## config.mk

```make
export PLATFORM = sky130hd
export DESIGN_NAME = lut_loader_flat
export DESIGN_NICKNAME = d
export VERILOG_FILES = /design/src/rtl/lut_loader_if.sv /design/src/rtl/lut_loader.sv /design/src/flat_wrapper.sv
export SDC_FILE = /design/constraint.sdc
export NUM_CORES = 1
export LEC_CHECK = 0
export ABC_AREA = 1
export CAP_MARGIN = 10
export CELL_PAD_IN_SITES_DETAIL_PLACEMENT = 0
export CELL_PAD_IN_SITES_GLOBAL_PLACEMENT = 1
export CORE_MARGIN = 4
export CORE_UTILIZATION = 35
export CTS_BUF_LIST = sky130_fd_sc_hd__clkbuf_16
export DETAILED_ROUTE_END_ITERATION = 10
export PLACE_DENSITY = 0.65
export SLEW_MARGIN = 20
export SYNTH_ARGS = -nofsm -noshare
export SYNTH_HDL_FRONTEND = slang
export SYNTH_SLANG_ARGS = --single-unit
```

## constraint.sdc

```tcl
create_clock -name clk -period 8.33 [get_ports clk]
set_input_delay 1.2495 -clock clk [delete_from_list [all_inputs] [get_ports clk]]
set_output_delay 1.2495 -clock clk [all_outputs]
set_load 0.01 [all_outputs]
```

## src/rtl/lut_loader_if.sv

```systemverilog
// rtl/lut_loader_if.sv - Loader/read bus bundle for the lut_loader table
//
// Signals:
//   start   : one-cycle pulse that begins a full-table load
//   indata  : load byte stream (8 bits)
//   invalid : indata is valid this cycle
//   inready : loader accepts a byte this cycle (transfer = invalid & inready)
//   busy    : load in progress
//   done    : one-cycle pulse after the last entry is written
//   index   : read address from fetch/branch logic (4 bits)
//   out     : table[index], combinational read (10 bits)
// Modports:
//   master : byte source / reader side
//   slave  : the lut_loader table
interface lut_loader_if;
  logic       start;
  logic [7:0] indata;
  logic       invalid;
  logic       inready;
  logic       busy;
  logic       done;
  logic [3:0] index;
  logic [9:0] out;

  modport master (
    output start, indata, invalid, index,
    input  inready, busy, done, out
  );

  modport slave (
    input  start, indata, invalid, index,
    output inready, busy, done, out
  );
endinterface

```

## src/rtl/lut_loader.sv

```systemverilog
// rtl/lut_loader.sv - Writable 16x10 PC-target / data-address table with byte-stream loader
//
// Ports:
//   clk : system clock, all state updates on the rising edge
//   rst : asynchronous, active-high reset (table back to all 10'd1, FSM idle)
//   bus : lut_loader_if.slave
//         start/indata/invalid in, inready/busy/done out (loader side)
//         index in, out out (combinational read side)
//
// A load consumes exactly 32 bytes: for each entry 0..15 a low byte (bits 7:0)
// then a high byte whose bits 1:0 become entry bits 9:8.
module lut_loader (
  input  logic           clk,
  input  logic           rst,
  lut_loader_if.slave    bus
);

  localparam int ENTRIES = 16;
  localparam int WIDTH   = 10;

  typedef enum logic [1:0] {
    IDLE = 2'd0,
    LO   = 2'd1,
    HI   = 2'd2,
    FIN  = 2'd3
  } state_t;

  state_t           state;
  state_t           state_nxt;
  logic [3:0]       ptr;
  logic [7:0]       low;
  logic [WIDTH-1:0] tbl [ENTRIES];
  logic             xfer;

  assign xfer = bus.invalid & bus.inready;

  // Read port: the old value is seen during the write cycle because the
  // table only changes on the clock edge.
  assign bus.out = tbl[bus.index];

  // State register
  always_ff @(posedge clk or posedge rst) begin
    if (rst) begin
      state <= IDLE;
    end else begin
      state <= state_nxt;
    end
  end

  // Next-state logic; start is only looked at in IDLE, so a pulse during a
  // load or in FIN does not restart anything.
  always_comb begin
    state_nxt = state;
    case (state)
      IDLE: if (bus.start) state_nxt = LO;
      LO:   if (xfer)      state_nxt = HI;
      HI:   if (xfer)      state_nxt = (ptr == 4'd15) ? FIN : LO;
      FIN:                 state_nxt = IDLE;
      default:             state_nxt = IDLE;
    endcase
  end

  // Output logic
  always_comb begin
    bus.inready = 1'b0;
    bus.busy    = 1'b0;
    bus.done    = 1'b0;
    case (state)
      LO, HI: begin
        bus.inready = 1'b1;
        bus.busy    = 1'b1;
      end
      FIN:     bus.done = 1'b1;
      default: ;
    endcase
  end

  // Datapath: pointer, low-byte holding register and the table itself.
  // The pointer stops at 15 on the final write instead of wrapping.
  always_ff @(posedge clk or posedge rst) begin
    if (rst) begin
      ptr <= 4'd0;
      low <= 8'd0;
      for (int i = 0; i < ENTRIES; i++) begin
        tbl[i] <= WIDTH'(1);
      end
    end else begin
      if (state == IDLE && bus.start) begin
        ptr <= 4'd0;
      end
      if (state == LO && xfer) begin
        low <= bus.indata;
      end
      if (state == HI && xfer) begin
        tbl[ptr] <= {bus.indata[1:0], low};
        if (ptr != 4'd15) begin
          ptr <= ptr + 4'd1;
        end
      end
    end
  end

endmodule

```

## src/flat_wrapper.sv

```systemverilog
// flat-port wrapper written by rule: the top's interface ports become plain ports
module lut_loader_flat 
  (clk, rst, bus_start, bus_indata, bus_invalid, bus_index, bus_inready, bus_busy, bus_done, bus_out);
  lut_loader_if bus_i ();
  input  logic clk;
  input  logic rst;
  input wire logic [$bits(bus_i.start)-1:0] bus_start;
  input wire logic [$bits(bus_i.indata)-1:0] bus_indata;
  input wire logic [$bits(bus_i.invalid)-1:0] bus_invalid;
  input wire logic [$bits(bus_i.index)-1:0] bus_index;
  output wire logic [$bits(bus_i.inready)-1:0] bus_inready;
  output wire logic [$bits(bus_i.busy)-1:0] bus_busy;
  output wire logic [$bits(bus_i.done)-1:0] bus_done;
  output wire logic [$bits(bus_i.out)-1:0] bus_out;
  assign bus_i.start = bus_start;
  assign bus_i.indata = bus_indata;
  assign bus_i.invalid = bus_invalid;
  assign bus_i.index = bus_index;
  assign bus_inready = bus_i.inready;
  assign bus_busy = bus_i.busy;
  assign bus_done = bus_i.done;
  assign bus_out = bus_i.out;
  lut_loader u_core (.clk(clk), .rst(rst), .bus(bus_i));
endmodule
```

==> results_dict.tcl, run 1 <==
set metrics [dict create \
    dpl_worst_slack_ns 3.364 \
    syn_avg_cell_area_sq_um 7.611 \
    cp-start-kind "input port" \
    crit_arrival_ns 3.63 \
    final_cell_mix "402 x nand2_1, 160 x o21ai_1, 158 x dfrtp_1, 143 x inv_1, 123 x nand3_1" \
    status "finished, final reports clean" \
    syn_area_sq_mm 0.008631 \
    num_antenna_cells 0 \
    ioPinCount 29 \
    numCtsBuffers 17 \
    synthCells 1134 \
    vias 6869 \
    setup_tns_ns 0 \
    ys_seq_area_frac 0.5068 \
    cts.repair.resized 0 \
    worstSetupPathType "input port to primary output" \
    drtIter0Drc 588 \
    avgRoutedWirePerCell_microns 16.77 \
    coreArea_sq_mm 0.02432 \
    grt_usage 0.1884 \
    synth_area_leader_cell "dfrtp_1" \
    intPower_mw 1.681 \
    grt-ovfl-total 0 \
    drcViolationCount 0 \
    die_w_microns 165.0 \
    clock_skew_ns 0.01316 \
    antenna_found_initial 1 \
    reg2reg_slack_ns 6.15 \
    required_ns 7.08 \
    max_freq_ghz 0.2048 \
    start_util 0.3549 \
    area_delta_synth_final_pct 10.34 \
    grt.busiest_layer "met2" \
    portBuffers 28 \
    rows 57 \
    n_fill_cell 2594 \
    htree_levels 4 \
    hold_viol 0 \
    maxSlewViolCount 0 \
    layout_commonest_cell "nand2_1" \
    synth_top_area_frac 0.4581 \
    p_leak_nw 4.490 \
    clkTransAtPathRegs_ns 0.07 \
    min_path_type "register to register" \
    vias_per_cell 4.741 \
    nNetsFinal 1137 \
    grt_max_degree 108 \
    clock_sinks 174 \
    fp.dieArea_sq_mm 0.02724 \
    synth_area_leaders "dfrtp_1 46%, nand2_1 17%, o21ai_1 9.3%" \
    setup_violations 0 \
    cts_hold_buf 0 \
    drtPass1Iterations 4 \
    switching_share 0.3474 \
    cts_buffer_depth 2 \
    peakVddDrop_mv 0.1606 \
    grt_pass1_vias 6714 \
    grt_pass1_wl_microns 39110 \
    tightest_slew_ns 1.026 \
    cts_root_buf "clkbuf_16" \
    antenna_left 0 \
    maxCapViolCount 0 \
    synth_cell_types 25 \
    finalCritPeriodShare 0.5861 \
    postCtsSetupRepairBufs 0 \
    die_h_microns 165.0 \
    grt_use_met1 0.2686 \
    yosysWarnings 0 \
    globalplace.congestion 0.7497 \
    clkPwrFrac 0.312 \
    p_per_area_mw_per_mm2 270.4 \
    drt-total-wl_microns 24300 \
    grt_use_met2 0.2981 \
    p_seq_frac 0.445 \
    drive_above_1_share 0.06311 \
    yosys_register_bits 174 \
    cts_tree "done" \
    setup_slack_ns 3.448 \
    dp.final_hpwl_microns 14010 \
    rsz0062_at_grt "no" \
    endpoint_kind "primary output" \
    use_met3 0.03394 \
    max_slew_margin 0.3146 \
    p_switching_mw 0.8948 \
    fin_crit_ns 4.882 \
    comb_power_share 0.244 \
    cp_max_fo 11 \
    syn_nets 1159 \
    insertion_delay_ns 0.43 \
]
## cell type report
type	instances	area (sq um)	share of cell area
repair buffers	34	315.3	0.03311
flip-flops and latches	174	4374	0.4593
inverters	151	576.8	0.06057
multi-input cells	734	3274	0.3438
well taps	324	405.4	0.04257
clock inverters	15	151.4	0.01590
clock buffers	17	425.4	0.04467
## registers in the layout, indices dropped and copies added, names as in the netlist
register and count:
u_core.state 2, u_core.low 8, u_core.ptr 4, u_core.tbl 160
## synthesized netlist by cell type
master / count
nor2_1: 12
o31ai_1: 1
dfstp_2: 16
dfrtp_1: 158
buf_2: 38
nand3_1: 123
buf_6: 4
nand2_4: 1
clkbuf_1: 17
nor2_4: 6
inv_4: 1
buf_1: 1
a21oi_1: 8
o21ai_0: 9
nand2_1: 402
inv_2: 5
o211ai_1: 1
a31oi_1: 1
buf_4: 14
inv_1: 144
o21ai_1: 160
nand2_2: 1
ha_1: 9
clkinv_1: 1
clkbuf_2: 1
## power groups by stage
stage / Clock, mW / Combinational, mW / Sequential, mW
2_1_floorplan: 0 / 0.471 / 1.14
3_3_place_gp: 0 / 0.631 / 1.16
3_5_place_dp: 0 / 0.638 / 1.16
4_1_cts: 0.820 / 0.640 / 1.14
5_1_grt: 0.854 / 0.737 / 1.17
6_report: 0.802 / 0.627 / 1.15
## path summary, 6_finish.rpt
check	from	endpoint	cells after the start
max	bus_index[3]	bus_out[5]	5
min	u_core.tbl[0]$_DFFE_PP1P_	u_core.tbl[0]$_DFFE_PP1P_	2
max reg2reg	u_core.state[0]$_DFFE_PP0P_	u_core.tbl[2]$_DFFE_PP0P_	7
min reg2reg	u_core.tbl[0]$_DFFE_PP1P_	u_core.tbl[0]$_DFFE_PP1P_	2
max in group asynchronous	rst	u_core.tbl[142]$_DFFE_PP0P_	3
min in group asynchronous	rst	u_core.state[0]$_DFFE_PP0P_	2
## stage by stage
| stage | area [sq um] | hold WS, ns | std cells | power (mW) | util |
|---|---|---|---|---|---|
| after CTS | 9520 | 0.4765 | 1449 | 2.606 | 0.3915 |
| after floorplan | 8631 | 0.4503 | 1134 | 1.606 | - |
| after detailed placement | 8944 | 0.4654 | 1417 | 1.797 | 0.3678 |
| final | 9523 | 0.4736 | 1449 | 2.575 | 0.3916 |
| after global routing | 9523 | 0.4834 | 1449 | 2.762 | 0.3916 |
| after global placement | 8944 | 0.4609 | 1417 | 1.788 | 0.3678 |
## worst max-delay path, cell delays in order
cell and delay [ns]:
clkdlybuf4s50_1 0.88, clkinv_1 0.63, nand3_1 0.25, nand2_1 0.11, clkdlybuf4s50_1 0.50
## per-layer routing
metal / vias up / wire, microns
met5: - / 13
met4: 2 / 325
met3: 19 / 851
met2: 106 / 11120
met1: 3253 / 11990
li1: 3489 / -
## logic make-up (layout without fill, tap and decap cells)
| logic type | Yosys count | count (layout) | synth area share |
|---|---|---|---|
| buffers and inverters | 226 | 217 | 0.1138 |
| AO/OA/AOI/OAI | 180 | 180 | 0.1051 |
| AND/OR/NAND/NOR | 545 | 545 | 0.2612 |
| flip-flops | 174 | 174 | 0.5068 |
| adder cells (fa/ha/maj) | 9 | 9 | 0.01305 |
No activity file was read; power rests on OpenSTA's default activity.
==> run 2: changes to the inputs <==
==> constraint.sdc (replaced) <==
create_clock -name clk -period 4.66 [get_ports clk]
set_input_delay 0.699 -clock clk [delete_from_list [all_inputs] [get_ports clk]]
set_output_delay 0.699 -clock clk [all_outputs]
set_load 0.01 [all_outputs]
==> run 2 against run 1 <==
  * Final cell count increased by 0.14%
  * Cell area up 0.22%
  * Sequential cell count unchanged
  * Critical path depth rose by 3
  * Sequential share of layout area decreased by 0.10 points
  * Non-clock buffer count rose by 2
  * Sequential power up 78%
  * Count of clock-buffer cells in the layout did not move
  * Wire length shrank 0.23%
  * Worst hold slack about the same
  * Combinational power rose by 79%
  * Critical path type unchanged
  * Critical endpoint is now bus_out[3]
==> results_dict.tcl, run 2 (synthesis results as in run 1) <==
set metrics [dict create \
    hold_path_depth 2 \
    endpoint_kind "primary output" \
    globalplace.congestion 0.7469 \
    insertion_delay_ns 0.43 \
    antenna_left 0 \
    switching_share 0.3372 \
    p_switching_mw 1.547 \
    dp_cells 1419 \
    clkTransAtPathRegs_ns 0.07 \
    antenna_found_initial 1 \
    multiInputGateArea_sq_mm 0.003274 \
    path_delay_family "buffers and inverters" \
    grt_usage 0.1912 \
    finalCritPeriodShare 0.7307 \
    maxCapViolCount 0 \
    reg_top3 "u_core.tbl (160), u_core.low (8), u_core.ptr (4)" \
    p_per_area_mw_per_mm2 480.6 \
    cts_hold_buf 0 \
    worstSetupPathType "input port to primary output" \
    fp.dieArea_sq_mm 0.02724 \
    final_cell_mix "402 x nand2_1, 160 x o21ai_1, 158 x dfrtp_1, 145 x inv_1, 123 x nand3_1" \
    clock_sinks 174 \
    clock_skew_ns 0.01086 \
    total_power_mw 4.587 \
    tightest_slew_ns 0.9572 \
    critPathSlowestCell "buf_4" \
    num_antenna_cells 0 \
    cts_root_buf "clkbuf_16" \
    r2r_end "u_core.tbl[0]$_DFFE_PP1P_" \
    vias_per_cell 4.731 \
    cp-start-kind "input port" \
    slowest_delay_ns 0.75 \
    n_fill_cell 2621 \
    max_freq_ghz 0.2937 \
    avgRoutedWirePerCell_microns 16.71 \
    grt-ovfl-total 0 \
    die_w_microns 165.0 \
    max_slew_margin 0.3619 \
    drtIter0Drc 505 \
    p_leak_nw 4.503 \
    numCtsBuffers 17 \
    min-delay-start "u_core.tbl[10]$_DFFE_PP1P_" \
    required_ns 3.96 \
    min_path_type "register to register" \
    peakVddDrop_mv 0.2678 \
    cp_max_fo 80 \
    drive_above_1_share 0.06211 \
    fin_hold_ws_ns 0.4736 \
    critPathBufInv 3 \
    setup_violations 0 \
    critPathMostFrequentCell "nand3_1" \
    fin_util 0.3924 \
    rows 57 \
    final_area_sq_mm 0.009544 \
    r2r-start "u_core.state[0]$_DFFE_PP0P_" \
    placedInstanceArea_sq_mm 0.008970 \
    crit_chain "buf_2, buf_4, nand2_1, nand3_1, nand3_1, nand3_1, nand2_1, clkdlybuf4s50_1" \
    status "finished, final reports clean" \
    largest_register_ffs 160 \
    fin_crit_ns 3.405 \
    start_util 0.3549 \
    crit_arrival_ns 2.71 \
    nNetsFinal 1139 \
    cp.depth 8 \
    grt_pass1_vias 6788 \
    setup_slack_ns 1.255 \
    cts_buffer_depth 2 \
    post_layout_nonfiller_instances 1451 \
    drcViolationCount 0 \
    hold_viol 0 \
    ff_latch_area_sq_mm 0.004374 \
    intPower_mw 3.040 \
    coreArea_sq_mm 0.02432 \
    drtPass1Iterations 5 \
    rr_worst_depth 6 \
    p_seq_frac 0.446 \
    vias 6865 \
    clkPwrFrac 0.311 \
    die_h_microns 165.0 \
    grt_pass1_wl_microns 39660 \
    top_register "u_core.tbl" \
    cts.repair.resized 0 \
    ioPinCount 29 \
    maxSlewViolCount 0 \
    drt-total-wl_microns 24240 \
    postCtsSetupRepairBufs 0 \
    cts_tree "done" \
    dp.final_hpwl_microns 14230 \
    htree_levels 4 \
    layout_commonest_cell "nand2_1" \
    hold_path_end "u_core.tbl[10]$_DFFE_PP1P_" \
    reg2reg_slack_ns 2.52 \
    dpl_worst_slack_ns 1.246 \
    portBuffers 28 \
    rsz0062_at_grt "no" \
    grt_max_degree 148 \
    area_delta_synth_final_pct 10.58 \
    comb_power_share 0.243 \
    setup_tns_ns 0 \
]
-- run 2: cell types whose count changed in the layout (fill, tap and decap cells not counted) --
cell        delta
buf_12         +1
clkinv_1       +1
inv_8          -3
bufinv_16      +1
inv_1          +2
buf_4          +1
clkinv_2       +1
inv_6          -3
clkinvlp_4     +1
-- run 2: worst min-delay path: cells and delay by family (launching register included) --
kind            cells  cell delay (ns)
simple gates        1             0.05
compound gates      1             0.05
flops               1             0.37
-- run 2: power by group through the flow --
stage          clock (mW)  combinational, mW  sequential [mW]
5_1_grt              1.53               1.32             2.09
4_1_cts              1.46               1.14             2.05
3_5_place_dp            0               1.14             2.07
2_1_floorplan           0              0.842             2.03
3_3_place_gp            0               1.12             2.07
6_report             1.42               1.12             2.05
-- run 2: layer usage --
layer / GRT usage / part of all wire / vias to the layer above
met1: 0.2671 / 0.48 / 3245
met2: 0.3159 / 0.48 / 110
met4: 0.03781 / 0.0078 / 2
li1: - / - / 3493
met5: 0 / 0.00083 / -
met3: 0.03095 / 0.036 / 15
-- run 2: how the worst max path moves through the flow --
| stage | slack, ns | to | start |
|---|---|---|---|
| floorplan | 1.75 | u_core.low[0]$_DFFE_PP0P_ | rst |
| global placement | 1.23 | bus_out[5] | bus_index[0] |
| detailed placement | 1.25 | bus_out[5] | bus_index[0] |
| CTS | 1.24 | bus_out[5] | bus_index[0] |
| global route | 1.07 | bus_out[9] | bus_index[0] |
| finish | 1.25 | bus_out[3] | bus_index[0] |
-- run 2: layout make-up --
type,count,share of cell area
timing repair buffer,36,0.03592
sequential,174,0.4583
inverter,151,0.06004
tap,324,0.04248
multi-input combinational,734,0.3431
clock inverter,15,0.01560
clock buffer,17,0.04457
==> run 3: changes to the inputs <==
==> constraint.sdc (replaced) <==
create_clock -name clk -period 3.15 [get_ports clk]
set_input_delay 0.4725 -clock clk [delete_from_list [all_inputs] [get_ports clk]]
set_output_delay 0.4725 -clock clk [all_outputs]
set_load 0.01 [all_outputs]
==> run 3 against run 2 <==
  * First-iteration DRC count shrank 20%
  * Critical path depth shrank 2
  * Core utilization grew 0.79 points
  * Final cell count grew 0.90%
  * Power grew 49%
  * Count of clock-buffer cells in the layout is the same
  * Die area is the same
  * Wire length shrank 1.6%
  * Clock skew grew 0.00052 ns
  * Global-route usage shrank 0.52 points
  * Via count grew 1.5%
  * Worst hold slack is essentially flat
  * Largest cell class unchanged
==> results_dict.tcl, run 3 (synthesis results as in run 1) <==
set metrics [dict create \
    status "finished, final reports clean" \
    final_cell_mix "402 x nand2_1, 160 x o21ai_1, 158 x dfrtp_1, 143 x inv_1, 123 x nand3_1" \
    vias 6965 \
    cts_buffer_depth 2 \
    drtIter0Drc 403 \
    fp.dieArea_sq_mm 0.02724 \
    die_w_microns 165.0 \
    numCtsBuffers 17 \
    clock_skew_ns 0.01139 \
    antenna_left 0 \
    endpoint_kind "primary output" \
    p_per_area_mw_per_mm2 702.2 \
    dp.final_hpwl_microns 15390 \
    layout_commonest_cell "nand2_1" \
    grt_usage 0.1860 \
    drt-total-wl_microns 23850 \
    setup_tns_ns 0 \
    crit_end "bus_out[2]" \
    grt-ovfl-total 0 \
    peakVddDrop_mv 0.3474 \
    hold_viol 0 \
    cp-start-kind "input port" \
    grt_max_degree 41 \
    portBuffers 28 \
    required_ns 2.68 \
    insertion_delay_ns 0.43 \
    maxSlewViolCount 0 \
    ioPinCount 29 \
    reg2reg_slack_ns 1.06 \
    globalplace.congestion 0.7859 \
    drtPass1Iterations 5 \
    crit_chain "clkdlybuf4s50_1, inv_1, nand3_1, nand3_1, nand2_1, clkdlybuf4s50_1" \
    max_freq_ghz 0.3477 \
    critPathBufInv 3 \
    rows 57 \
    cp-startpoint "bus_index[2]" \
    maxCapViolCount 0 \
    grt_pass1_wl_microns 38890 \
    max_slew_margin 0.3787 \
    grt_pass1_vias 6781 \
    num_antenna_cells 0 \
    slowest_delay_ns 0.62 \
    setup_violations 0 \
    clock_sinks 174 \
    cts.repair.resized 0 \
    cts_hold_buf 0 \
    vias_per_cell 4.758 \
    p_leak_nw 4.604 \
    drcViolationCount 0 \
    avgRoutedWirePerCell_microns 16.29 \
    postCtsSetupRepairBufs 0 \
    htree_levels 4 \
    cp.depth 6 \
    cts_tree "done" \
    rr_worst_depth 7 \
    tightest_slew_ns 0.9297 \
    largest_register_ffs 160 \
    cp_max_fo 20 \
    r2r_end "u_core.tbl[2]$_DFFE_PP0P_" \
    rsz0062_at_grt "no" \
    placedInstanceArea_sq_mm 0.009155 \
    post_layout_nonfiller_instances 1464 \
    finalCritPeriodShare 0.9129 \
    crit_arrival_ns 2.40 \
    drive_above_1_share 0.07456 \
    dp_cells 1432 \
    clkTransAtPathRegs_ns 0.07 \
    min_path_type "register to register" \
    cts_root_buf "clkbuf_16" \
    critPathSlowestCell "inv_1" \
    fin_crit_ns 2.876 \
    final_area_sq_mm 0.009737 \
    r2r-start "u_core.state[0]$_DFFE_PP0P_" \
    nNetsFinal 1152 \
    path_delay_family "buffers and inverters" \
    top_register "u_core.tbl" \
    reg_top3 "u_core.tbl (160), u_core.low (8), u_core.ptr (4)" \
    antenna_found_initial 1 \
    area_delta_synth_final_pct 12.82 \
    coreArea_sq_mm 0.02432 \
    worstSetupPathType "input port to primary output" \
    start_util 0.3549 \
    die_h_microns 165.0 \
]
## run 3: power breakdown
group | total, mW | internal, mW | switching (mW)
Clock | 2.13 | 1.18 | 0.948
Sequential | 3.03 | 2.76 | 0.272
Combinational | 1.68 | 0.592 | 1.09
## run 3: worst register-to-register path, delay by kind of cell (launching register included)
family	cells	cell delay (ns)
flip-flops	1	0.42
adder cells (fa/ha/maj)	1	0.26
buffers and inverters	1	0.11
AO/OA/AOI/OAI	1	0.09
AND/OR/NAND/NOR	4	1.07
## run 3: final cells by class
type,count,area (sq um)
well taps,324,405.4
inverters,151,573.1
clock buffers,17,425.4
flip-flops and latches,174,4374
multi-input cells,734,3274
fillers,2587,14580
clock inverters,15,156.4
repair buffers,49,528.0
## run 3: worst min-delay path by stage
stage / from / to / slack, ns / cells past startpoint
after global placement: u_core.tbl[20]$_DFFE_PP1P_ / u_core.tbl[20]$_DFFE_PP1P_ / 0.46 / 2
after floorplan: u_core.tbl[100]$_DFFE_PP1P_ / u_core.tbl[100]$_DFFE_PP1P_ / 0.45 / 2
after CTS: u_core.tbl[140]$_DFFE_PP1P_ / u_core.tbl[140]$_DFFE_PP1P_ / 0.48 / 2
after detailed placement: u_core.tbl[140]$_DFFE_PP1P_ / u_core.tbl[140]$_DFFE_PP1P_ / 0.47 / 2
after global routing: u_core.tbl[30]$_DFFE_PP1P_ / u_core.tbl[30]$_DFFE_PP1P_ / 0.49 / 2
final: u_core.tbl[140]$_DFFE_PP1P_ / u_core.tbl[140]$_DFFE_PP1P_ / 0.47 / 2
## run 3: stage by stage
step / utilization / hold WS (ns) / worst slack [ns] / power (mW)
after floorplan: - / 0.4503 / 0.4659 / 4.248
after global placement: 0.3764 / 0.4622 / 0.3238 / 4.763
after detailed placement: 0.3764 / 0.4654 / 0.2816 / 4.780
after CTS: 0.4004 / 0.4764 / 0.2700 / 6.921
after global routing: 0.4004 / 0.4862 / 0.1862 / 7.344
final: 0.4004 / 0.4737 / 0.2744 / 6.837
## run 3: metal layers
| metal | wire (microns) | up-vias | track usage |
|---|---|---|---|
| li1 | - | 3524 | - |
| met1 | 11630 | 3342 | 0.2588 |
| met2 | 11270 | 83 | 0.3090 |
| met3 | 725 | 14 | 0.03045 |
| met4 | 210 | 2 | 0.03478 |
| met5 | 8 | - | 0 |
